**config.mk**
```make
export PLATFORM = sky130hd
export DESIGN_NAME = barrel_rotl_pipe_flat
export DESIGN_NICKNAME = d
export VERILOG_FILES = /design/src/rtl/barrel_pkg.sv /design/src/rtl/barrel_rotl_pipe_if.sv /design/src/rtl/barrel_rotl_pipe_stage.sv /design/src/rtl/barrel_rotl_pipe.sv /design/src/flat_wrapper.sv
export SDC_FILE = /design/constraint.sdc
export NUM_CORES = 1
export LEC_CHECK = 0
export ABC_AREA = 0
export CAP_MARGIN = 20
export CORE_MARGIN = 5
export CORE_UTILIZATION = 47
export DETAILED_ROUTE_END_ITERATION = 10
export PLACE_DENSITY = 0.74
export SYNTH_ARGS = -nofsm -noshare
export SYNTH_HDL_FRONTEND = slang
export SYNTH_SLANG_ARGS = --single-unit
```
**constraint.sdc**
```tcl
create_clock -name i_clk -period 1.36 [get_ports i_clk]
set_clock_uncertainty 0.2 [all_clocks]
set_input_delay 0.272 -clock i_clk [delete_from_list [all_inputs] [get_ports i_clk]]
set_output_delay 0.272 -clock i_clk [all_outputs]
set_load 0.01 [all_outputs]
```
**src/rtl/barrel_pkg.sv**
```systemverilog
// Shared constants and reference rotate functions for the barrel rotator family.
// Reference functions are for scoreboards only; the datapath builds its own muxes.
package barrel_pkg;

    localparam int BR_WIDTH = 8;

    typedef logic [BR_WIDTH-1:0] br_word_t;

    function automatic int shamt_w(input int width);
        return $clog2(width);
    endfunction

    function automatic br_word_t rotl_ref(input br_word_t a, input int unsigned k);
        int unsigned m;
        m = k % BR_WIDTH;
        return br_word_t'((a << m) | (a >> (BR_WIDTH - m)));
    endfunction

    function automatic br_word_t rotr_ref(input br_word_t a, input int unsigned k);
        int unsigned m;
        m = k % BR_WIDTH;
        return br_word_t'((a >> m) | (a << (BR_WIDTH - m)));
    endfunction

endpackage

```
**src/rtl/barrel_rotl_pipe_if.sv**
```systemverilog
// Valid/ready word bus for the pipelined left rotator; slave is the rotator side,
// master is whoever drives the input word and the downstream ready.
interface barrel_rotl_pipe_if
    import barrel_pkg::*;
#(
    parameter int WIDTH = BR_WIDTH
);
    localparam int SHAMT_W = shamt_w(WIDTH);

    logic               i_valid;
    logic               o_ready;
    logic [WIDTH-1:0]   i_A;
    logic [SHAMT_W-1:0] i_k;
    logic               o_valid;
    logic               i_ready;
    logic [WIDTH-1:0]   o_Y;

    modport master (
        output i_valid, i_A, i_k, i_ready,
        input  o_ready, o_valid, o_Y
    );

    modport slave (
        input  i_valid, i_A, i_k, i_ready,
        output o_ready, o_valid, o_Y
    );

endinterface

```
**src/rtl/barrel_rotl_pipe_stage.sv**
```systemverilog
// One rotate-left-by-SH mux stage with registered data/valid/remaining shift; 1 cycle.
// Holds its word while full and the next stage is not taking it; loads freely when empty.
module rotl_stage
    import barrel_pkg::*;
#(
    parameter  int WIDTH   = BR_WIDTH,
    parameter  int SH      = 1,
    localparam int SHAMT_W = shamt_w(WIDTH)
) (
    input  logic               clk,
    input  logic               rst,
    input  logic               in_vld,
    input  logic               adv_dn,
    input  logic [WIDTH-1:0]   in_dat,
    input  logic [SHAMT_W-1:0] in_sh,
    output logic               out_vld,
    output logic [WIDTH-1:0]   out_dat,
    output logic [SHAMT_W-1:0] out_sh
);

    logic             load;
    logic [WIDTH-1:0] rot_dat;

    assign load = !out_vld || adv_dn;

    // The MSB of the remaining shift field is always the bit this stage owns.
    assign rot_dat = in_sh[SHAMT_W-1] ? ((in_dat << SH) | (in_dat >> (WIDTH - SH))) : in_dat;

    always_ff @(posedge clk) begin
        if (rst) begin
            out_vld <= 1'b0;
            out_dat <= '0;
            out_sh  <= '0;
        end else if (load) begin
            out_vld <= in_vld;
            if (in_vld) begin
                out_dat <= rot_dat;
                out_sh  <= in_sh << 1;
            end
        end
    end

endmodule

```
**src/rtl/barrel_rotl_pipe.sv**
```systemverilog
// Pipelined rotate-left, o_Y[i] = i_A[(i-k) mod WIDTH]; SHAMT_W cycles, one word/cycle.
// Combinational ready chain with bubble collapse; holds o_Y stable while downstream stalls.
module barrel_rotl_pipe
    import barrel_pkg::*;
#(
    parameter  int WIDTH   = BR_WIDTH,
    localparam int SHAMT_W = shamt_w(WIDTH)
) (
    input  logic              i_clk,
    input  logic              i_rst,
    barrel_rotl_pipe_if.slave bus
);

    logic [SHAMT_W:0]   vld;
    logic [WIDTH-1:0]   dat [0:SHAMT_W];
    logic [SHAMT_W-1:0] sh  [0:SHAMT_W];
    logic [SHAMT_W+1:1] load;

    assign vld[0] = bus.i_valid;
    assign dat[0] = bus.i_A;
    assign sh[0]  = bus.i_k;

    assign load[SHAMT_W+1] = bus.i_ready;

    // Stage s loads unless it and every stage after it are full while downstream stalls.
    for (genvar s = 1; s <= SHAMT_W; s++) begin : g_load
        assign load[s] = bus.i_ready || !(&vld[SHAMT_W:s]);
    end

    for (genvar s = 1; s <= SHAMT_W; s++) begin : g_stage
        rotl_stage #(
            .WIDTH (WIDTH),
            .SH    (WIDTH >> s)
        ) u_stage (
            .clk     (i_clk),
            .rst     (i_rst),
            .in_vld  (vld[s-1]),
            .adv_dn  (load[s+1]),
            .in_dat  (dat[s-1]),
            .in_sh   (sh[s-1]),
            .out_vld (vld[s]),
            .out_dat (dat[s]),
            .out_sh  (sh[s])
        );
    end

    assign bus.o_ready = load[1] && !i_rst;
    assign bus.o_valid = vld[SHAMT_W];
    assign bus.o_Y     = dat[SHAMT_W];

endmodule

```
**src/flat_wrapper.sv**
```systemverilog
// flat-port wrapper written by rule: the top's interface ports become plain ports
module barrel_rotl_pipe_flat import barrel_pkg::*;
#(
    parameter  int WIDTH   = BR_WIDTH,
    localparam int SHAMT_W = shamt_w(WIDTH)
)
  (i_clk, i_rst, bus_i_valid, bus_i_A, bus_i_k, bus_i_ready, bus_o_ready, bus_o_valid, bus_o_Y);
  barrel_rotl_pipe_if #(.WIDTH(WIDTH)) bus_i ();
  input  logic i_clk;
  input  logic i_rst;
  input wire logic [$bits(bus_i.i_valid)-1:0] bus_i_valid;
  input wire logic [$bits(bus_i.i_A)-1:0] bus_i_A;
  input wire logic [$bits(bus_i.i_k)-1:0] bus_i_k;
  input wire logic [$bits(bus_i.i_ready)-1:0] bus_i_ready;
  output wire logic [$bits(bus_i.o_ready)-1:0] bus_o_ready;
  output wire logic [$bits(bus_i.o_valid)-1:0] bus_o_valid;
  output wire logic [$bits(bus_i.o_Y)-1:0] bus_o_Y;
  assign bus_i.i_valid = bus_i_valid;
  assign bus_i.i_A = bus_i_A;
  assign bus_i.i_k = bus_i_k;
  assign bus_i.i_ready = bus_i_ready;
  assign bus_o_ready = bus_i.o_ready;
  assign bus_o_valid = bus_i.o_valid;
  assign bus_o_Y = bus_i.o_Y;
  barrel_rotl_pipe #(.WIDTH(WIDTH)) u_core (.i_clk(i_clk), .i_rst(i_rst), .bus(bus_i));
endmodule
```
* Word level (Yosys, flattened, before mapping) *
Index checks and enable logic that the tools add are counted.

cells by class
  add/sub/neg operators = 0
  $lt $le $gt $ge = 0
  divide/modulo/power cells = 0
  bitwise logic cells = 3
  reduce and logical (&&, ||, !) cells = 17
  multiply operators = 0
  eq/ne operators = 0
  shifts and indexed selects = 0
  multiplexer cells = 3

operator list
  cell                 count
  $mux W8              3
  $or A8 B1 Y8         1
  $or A8 B2 Y8         1
  $or A8 B4 Y8         1
  $reduce_and A2 Y1    4
  $logic_not A1 Y1     6
  $logic_or A1 B1 Y1   5
  $reduce_and A3 Y1    1
  $logic_and A1 B1 Y1  1

word-level totals
  input port bits = 15
  bits in latches = 0
  memories kept = 0
  output and inout port bits = 10
  bits in registers = 30
  ROM bits = 0
  word-level logic and storage cells = 31
  memory bits (writable) = 0

* Longest topological paths before layout *
Gate-level depths: netlist of run 1.

  depth after elaboration = 5
  depth in mapped cells = 5
  mapped depth without buffers = 3

* By module *
A second synthesis of run 1 with hierarchy kept.

unflattened totals
  cell total of the unflattened synthesis = 160
  area, all modules = 1697.9 um2

by module, submodules not included
  module            sequential area each (um2)  cells each  times used  area an instance (um2)
  rotl_stage        220.2                       52          3           556.8
  barrel_rotl_pipe  0.0                         4           1           27.5

* Worst setup path after synthesis of run 1 *
OpenSTA, ideal clock, no wires.

  path kind = register -> output
  start = reg u_core.g_stage[3].u_stage.out_vld
  end = out bus_o_ready
  slack = -0.144 ns
  required time = 0.888 ns
  path buffers = 1
  cell stages (with the launch flop) = 4
  arrival time = 1.032 ns
  path through = dfxtp_1 -> nand4b_2 -> clkbuf_1 -> nor2b_1

on the way
  longest elaborated chain between the ends = 4

RTL lines
  what                    line                          source
  from (decl)             barrel_rotl_pipe_stage.sv:16  output logic out_vld,
  from (signal assigned)  barrel_rotl_pipe_stage.sv:35  out_vld <= in_vld;
  $reduce_and A3 Y1       barrel_rotl_pipe.sv:27        assign load[s] = bus.i_ready || !(&vld[SHAMT_W:s]);
  $logic_not A1 Y1        barrel_rotl_pipe.sv:27
  $logic_or A1 B1 Y1      barrel_rotl_pipe.sv:27
  $logic_and A1 B1 Y1     barrel_rotl_pipe.sv:47        assign bus.o_ready = load[1] && !i_rst;
  to (decl)               flat_wrapper.sv:15            output wire logic [$bits(bus_i.o_ready)-1:0] bus_o_ready;

Every way passes these cells.

* Worst setup path after layout of run 1 *
  start = reg u_core.g_stage[2].u_stage.out_vld
  end = out bus_o_ready

on the way
  longest elaborated chain between the ends = 4

RTL lines
  what                    line
  from (decl)             barrel_rotl_pipe_stage.sv:16
  from (signal assigned)  barrel_rotl_pipe_stage.sv:35
  $reduce_and A3 Y1       barrel_rotl_pipe.sv:27
  $logic_not A1 Y1        barrel_rotl_pipe.sv:27
  $logic_or A1 B1 Y1      barrel_rotl_pipe.sv:27
  $logic_and A1 B1 Y1     barrel_rotl_pipe.sv:47

Every way passes these cells.

==> results of run 1 <==
## cells by family after synthesis
| group | after synthesis |
|---|---|
| mux | 25 |
| flops | 30 |
| compound gates | 54 |
| buf+inv | 25 |
| simple gates | 11 |
## worst max-delay path, stage by stage, from the launching register on
cell and delay (ps):
dfxtp_4 380, nand4b_4 100, nor2b_4 140, buf_6 110
## timing repair
item	in CTS	in global routing
setup endpoints to repair	32	30
pin swaps	1	4
gates cloned	0	1
gates resized for setup	55	17
setup buffers	2	6
## stage by stage
stage,cell area [um^2],util (%),hold slack [ps]
2_1_floorplan,1570,-,219
3_3_place_gp,1870,57.0,289
3_5_place_dp,1870,57.0,285
4_1_cts,1920,58.3,272
5_1_grt,2050,62.3,292
6_report,2050,62.3,293
## registers in the layout, indices dropped and copies added (netlist names)
name	cells
u_core.g_stage.u_stage.out_sh	3
u_core.g_stage.u_stage.out_vld	3
u_core.g_stage.u_stage.out_dat	24
## final timing paths
check,startpoint,to,slack [ps],cells past startpoint
worst min-delay path,bus_i_k[1],u_core.g_stage[1].u_stage.out_sh[2]$_SDFFE_PP0P_,290,3
worst min register to register,u_core.g_stage[1].u_stage.out_sh[1]$_SDFFE_PP0P_,u_core.g_stage[1].u_stage.out_sh[1]$_SDFFE_PP0P_,290,2
worst max-delay path,u_core.g_stage[2].u_stage.out_vld$_SDFFE_PP0P_,bus_o_ready,-190,3
worst max register to register,u_core.g_stage[2].u_stage.out_vld$_SDFFE_PP0P_,u_core.g_stage[1].u_stage.out_dat[0]$_SDFFE_PP0P_,-170,6
## metal layers
metal  routed length, um  vias to the layer above
li1                    -                      589
met1                1480                      578
met2                1610                       17
met3                 118                        7
met4                  95                        0
met5                   0                        -
## final cells by class
| class | instances | area [um^2] | area share [%] |
|---|---|---|---|
| inverter | 3 | 11.3 | 0.550 |
| timing repair buffer | 46 | 460 | 22.5 |
| clock buffer | 8 | 48.8 | 2.39 |
| multi-input combinational | 90 | 848 | 41.5 |
| sequential | 30 | 619 | 30.3 |
| tap | 46 | 57.6 | 2.81 |
## synth_stat cells
cell      number
dfxtp_1       30
inv_1          3
nand3b_4       1
nand2b_1       3
a21oi_1       28
a211oi_2      24
buf_1          3
a21bo_2        1
mux2i_1       25
nor2b_1        1
clkbuf_2       3
and2_1         2
o21ai_1        1
clkbuf_1       2
nand4b_1       1
buf_4          8
nand3_1        1
buf_2          2
buf_6          4
nand4b_2       1
and2_4         1
## layout by cell type (no fill, tap or decap), drive strengths merged, types with 2 or more instances in the layout
master,instances
inv,3
clkbuf,9
nand4b,2
and2,3
nand2b,3
buf,31
dfxtp,30
a211oi,24
a21oi,28
clkdlybuf4s50,13
mux2i,25
## power groups by stage
stage	Clock, uW	Sequential (uW)	Combinational, uW
after floorplan	0	981	239
after global placement	0	989	343
after detailed placement	0	993	354
after CTS	524	976	347
after global routing	567	984	398
final	504	977	370
==> impl_metrics.csv, run 1 <==
group,metric,value,unit
worst_setup_path,cp_max_fo,2,
global_routing,antenna_found_initial,0,
pwr,netSwitchingPower,513,uW
sta,final.setup.tns,-2670,ps
placement,pre_cts_ws,-743,ps
worst_setup_path,arrival,1080,ps
synth,synth_cell_type_count,21,
pwr,pwr-share-seq,52.8,%
synth,synth_warnings,0,
synth,synth_top_area_share,38.5,%
pwr,powerDensity,905,nW/um^2
floorplanning,die_h,67.6,um
pwr,total_power,1850,uW
drt,num_vias,1191,
layout,num_antenna_cells,0,
outcome,violations,"setup timing",
pwr,power_leakage,0.000794,uW
synth,synth-seq-area-share,38.5,%
worst_setup_path,start_kind,"flop",
floorplanning,start_util,47.5,%
drt,postRouteAntennaNets,0,
drt,viasPerCell,5.34,
synth,synthesis.nets,160,
sta,fmax,646,MHz
drt,drt-total-wl,3310,um
pwr,swShare,27.7,%
floorplanning,die_x,67.6,um
cts,clock-root-buffer,"clkbuf_4",
global_routing,busiest_layer,"met2",
cts,cts_tree,"done",
cts,clock_path_buffers,2,
synth,synth.avg_cell_area,10.8,um^2
synth,yosys.area.top_type,"dfxtp_1",
sta,relSlewSlack,69.7,%
worst_setup_path,required,890,ps
global_routing,grt_max_degree,32,
pwr,clkPwrFrac,27.2,%
worst_setup_path,worstSetupPathType,"flop to output pin",
drt,drt_iter0_markers,41,
drt,wl_per_cell,14.8,um
outcome,outcome,"finished with violations",
synth,netlist_area,1560,um^2
sta,period_minus_slack,1550,ps
layout,final_nets,191,
placement,place_hpwl,2360,um
sta,fin_crit_sh,114,%
worst_hold_path,hold_path_class,"input pin to flop",
synth,synthSimpleGateAreaFrac,6.09,%
global_routing,grt-ovfl-total,0,
sta,setup_viol,29,
layout,instances_no_fill,223,
cts,numCtsBuffers,5,
synth,synth_mux_area_share,16.0,%
cts,htree_levels,2,
sta,max_slew.worst_pin.slew,454,ps
floorplanning,std_cell_rows,21,
sta,rsz0062_at_grt,"true",
cts,ctsHoldBuffers,0,
layout,drive_gt1_share,48.6,%
pwr,vdd_drop_max,0.000618,V
placement,dp.cells,207,
synth,ys_ff_latch,30,
synth,synth-compound-area-share,29.2,%
cts,cts_num_sinks,30,
global_routing,use_met3,4.49,%
synth,synth_top_family_by_area,"compound AO/OA/AOI/OAI gates",
synth,synthCells,145,
sta,slew_viol_final,0,
pwr,p_int,1340,uW
cts,clock_latency,340,ps
global_routing,grt_pass1_vias,1169,
floorplanning,ios,25,
sta,setup_ws,-188,ps
worst_setup_path,cp-end-kind,"output pin",
synth,synth-xor-area-share,0,%
layout,synthToLayoutAreaGrowth,31.0,%
floorplanning,core_area,3280,um^2
layout,n_fill_cell,261,
pwr,p_comb_share,20.0,%
global_routing,grt_pass1_wl,5240,um
flow_run,maxCapViolCount,0,
synth,yosys-top-cells-area,"dfxtp_1 38%, a211oi_2 19%, mux2i_1 16%",
sta,hold_viol,0,
cts,clkSlewWorstSetupHoldPaths,90,ps
global_routing,use_met2,24.8,%
global_routing,use_met1,18.1,%
placement,numPortBuffers,24,
drt,drt_first_pass_iters,4,
global_routing,grt_usage,15.7,%
placement,place.gp.congestion,0.768,
floorplanning,die_area,4580,um^2
synth,synth_fa_ha_area_share,0,%
drt,drc,0,
Power figures use the tool's default switching activity.
==> inputs of run 2 (changes only) <==
--- a/config.mk
+++ b/config.mk
@@ -9,6 +9,7 @@
 export CAP_MARGIN = 20
 export CORE_MARGIN = 5
 export CORE_UTILIZATION = 47
+export CTS_CLUSTER_DIAMETER = 60
 export DETAILED_ROUTE_END_ITERATION = 10
 export PLACE_DENSITY = 0.74
 export SYNTH_ARGS = -nofsm -noshare
==> results of run 2 <==
No change in the layout: final DEF, timing and power equal those of run 1.
==> inputs of run 3 (changes only) <==
==> constraint.sdc (replaced) <==
create_clock -name i_clk -period 1.36 [get_ports i_clk]
set_clock_uncertainty 0.2 [all_clocks]
set_input_delay 0.408 -clock i_clk [delete_from_list [all_inputs] [get_ports i_clk]]
set_output_delay 0.408 -clock i_clk [all_outputs]
set_load 0.01 [all_outputs]
==> impl_metrics.csv, run 3 (synthesized netlist as in run 1, its figures left out) <==
group,metric,value,unit
outcome,outcome,"finished with violations",
outcome,violations,"setup timing",
worst_hold_path,hold_path_class,"flop to flop",
worst_hold_path,min_path_cells,2,
cts,cts_tree,"done",
layout,largest_register_ffs,24,
worst_setup_path,start_kind,"flop",
sta,final.setup.tns,-3990,ps
pwr,powerDensity,895,nW/um^2
worst_setup_path,cp-end-kind,"output pin",
cts,clock-root-buffer,"clkbuf_4",
layout,drive_gt1_share,54.7,%
worst_setup_path,required,750,ps
drt,drt-total-wl,3710,um
floorplanning,std_cell_rows,21,
layout,regMostFlops,"u_core.g_stage.u_stage.out_dat",
cts,clkSlewWorstSetupHoldPaths,100,ps
worst_setup_path,cp_max_fo,2,
worst_setup_path,ff2ff_path_depth,6,
cts,clock_latency,330,ps
floorplanning,die_area,4580,um^2
sta,setup_ws,-330,ps
pwr,vdd_drop_max,0.000542,V
worst_hold_path,hold_path_end,"u_core.g_stage[1].u_stage.out_sh[1]$_SDFFE_PP0P_",
drt,num_vias,1249,
global_routing,antenna_found_initial,0,
cts,cts_num_sinks,30,
placement,pre_cts_ws,-1060,ps
layout,final_common_cell,"mux2i_1",
worst_hold_path,min_from,"u_core.g_stage[1].u_stage.out_sh[1]$_SDFFE_PP0P_",
drt,viasPerCell,5.50,
flow_run,maxCapViolCount,0,
sta,fin_crit_sh,124,%
cts,ctsHoldBuffers,0,
pwr,total_power,1950,uW
drt,drt_iter0_markers,63,
sta,rsz0062_at_grt,"true",
sta,setup_viol,37,
placement,place_hpwl,2270,um
cts,clock_path_buffers,2,
cts,htree_levels,2,
floorplanning,core_area,3280,um^2
global_routing,grt-ovfl-total,0,
drt,wl_per_cell,16.4,um
layout,reg_top3,"u_core.g_stage.u_stage.out_dat: 24 flops, u_core.g_stage.u_stage.out_sh: 3 flops, u_core.g_stage.u_stage.out_vld: 3 flops",
sta,slew_viol_final,0,
layout,final_cell_mix,"25 x mux2i_1, 24 x a211oi_2, 19 x dfxtp_1",
worst_setup_path,rrSetupSlack,-210,ps
cts,numCtsBuffers,5,
layout,final_nets,195,
drt,postRouteAntennaNets,0,
worst_setup_path,arrival,1080,ps
drt,drc,0,
global_routing,grt_max_degree,32,
global_routing,grt_pass1_wl,5810,um
sta,fmax,592,MHz
sta,hold_viol,0,
sta,period_minus_slack,1690,ps
layout,num_antenna_cells,0,
sta,max_slew.worst_pin.slew,450,ps
layout,final_area,2180,um^2
floorplanning,die_h,67.6,um
sta,relSlewSlack,70.0,%
drt,drt_first_pass_iters,4,
floorplanning,die_x,67.6,um
worst_setup_path,r2r_end,"u_core.g_stage[1].u_stage.out_dat[5]$_SDFFE_PP0P_",
floorplanning,start_util,47.5,%
global_routing,grt_usage,17.5,%
worst_setup_path,worstSetupPathType,"flop to output pin",
placement,placed_area,1860,um^2
global_routing,grt_pass1_vias,1236,
worst_setup_path,timing.rr.start,"u_core.g_stage[2].u_stage.out_vld$_SDFFE_PP0P_",
layout,synthToLayoutAreaGrowth,39.4,%
placement,numPortBuffers,24,
floorplanning,ios,25,
pwr,power_leakage,0.000836,uW
placement,place.gp.congestion,0.749,
## run 3: cell types whose count changed in the layout (fill, tap and decap cells not counted), moves of 2 or more
| cell | delta |
|---|---|
| buf_6 | +11 |
| buf_2 | -8 |
| a21oi_1 | -6 |
| a21oi_4 | +5 |
| and2_4 | +2 |
| buf_4 | +2 |
| clkbuf_1 | -2 |
## run 3: where the power goes
part / internal, uW / total, uW / leakage [uW] / switching, uW
registers: 934 / 986 / 0.000252 / 51.7
clock network: 250 / 559 / 0.0000353 / 308
logic: 219 / 403 / 0.000548 / 184
## run 3: metal layers
layer  wire length [um]  track usage (%)  up-vias
li1                   -                -      600
met1               1570             19.7      614
met2               1930             29.9       31
met3                148             5.49        4
met4                 62             7.59        0
met5                  0                0        -
## run 3: how the worst max path moves through the flow
stage,end,from,cells past startpoint
after global routing,bus_o_ready,u_core.g_stage[1].u_stage.out_vld$_SDFFE_PP0P_,3
final,bus_o_ready,u_core.g_stage[2].u_stage.out_vld$_SDFFE_PP0P_,3
after floorplan,bus_o_ready,bus_i_ready,3
after detailed placement,bus_o_ready,bus_i_ready,4
after global placement,bus_o_ready,bus_i_ready,4
after CTS,bus_o_ready,u_core.g_stage[3].u_stage.out_vld$_SDFFE_PP0P_,3
## run 3: timing repair
| action | CTS | global route |
|---|---|---|
| endpoints found under the setup margin | 40 | 38 |
| gates cloned | 2 | 1 |
| gates resized for setup | 88 | 12 |
| setup buffers | 5 | 8 |
| pin swaps | 15 | 3 |
## run 3: cell type report
type                    count  area (um^2)
well taps                  46         57.6
clock buffers               7         55.1
repair buffers             48          499
clock inverters             1         5.00
multi-input cells          92          930
inverters                   3         11.3
flip-flops and latches     30          619
fillers                   237         1110
## run 3: stage by stage
step                      hold slack, ps  cells  utilization, %
after floorplan                      250    145               -
after global placement               280    206            56.7
after detailed placement             287    206            56.7
after CTS                            301    220            63.6
after global routing                 341    227            66.3
final                                293    227            66.3
## run 3: worst max-delay path: stages (launching register included)
cell and delay [ps]:
dfxtp_4 380, nand4b_4 110, nor2b_4 150, buf_6 110
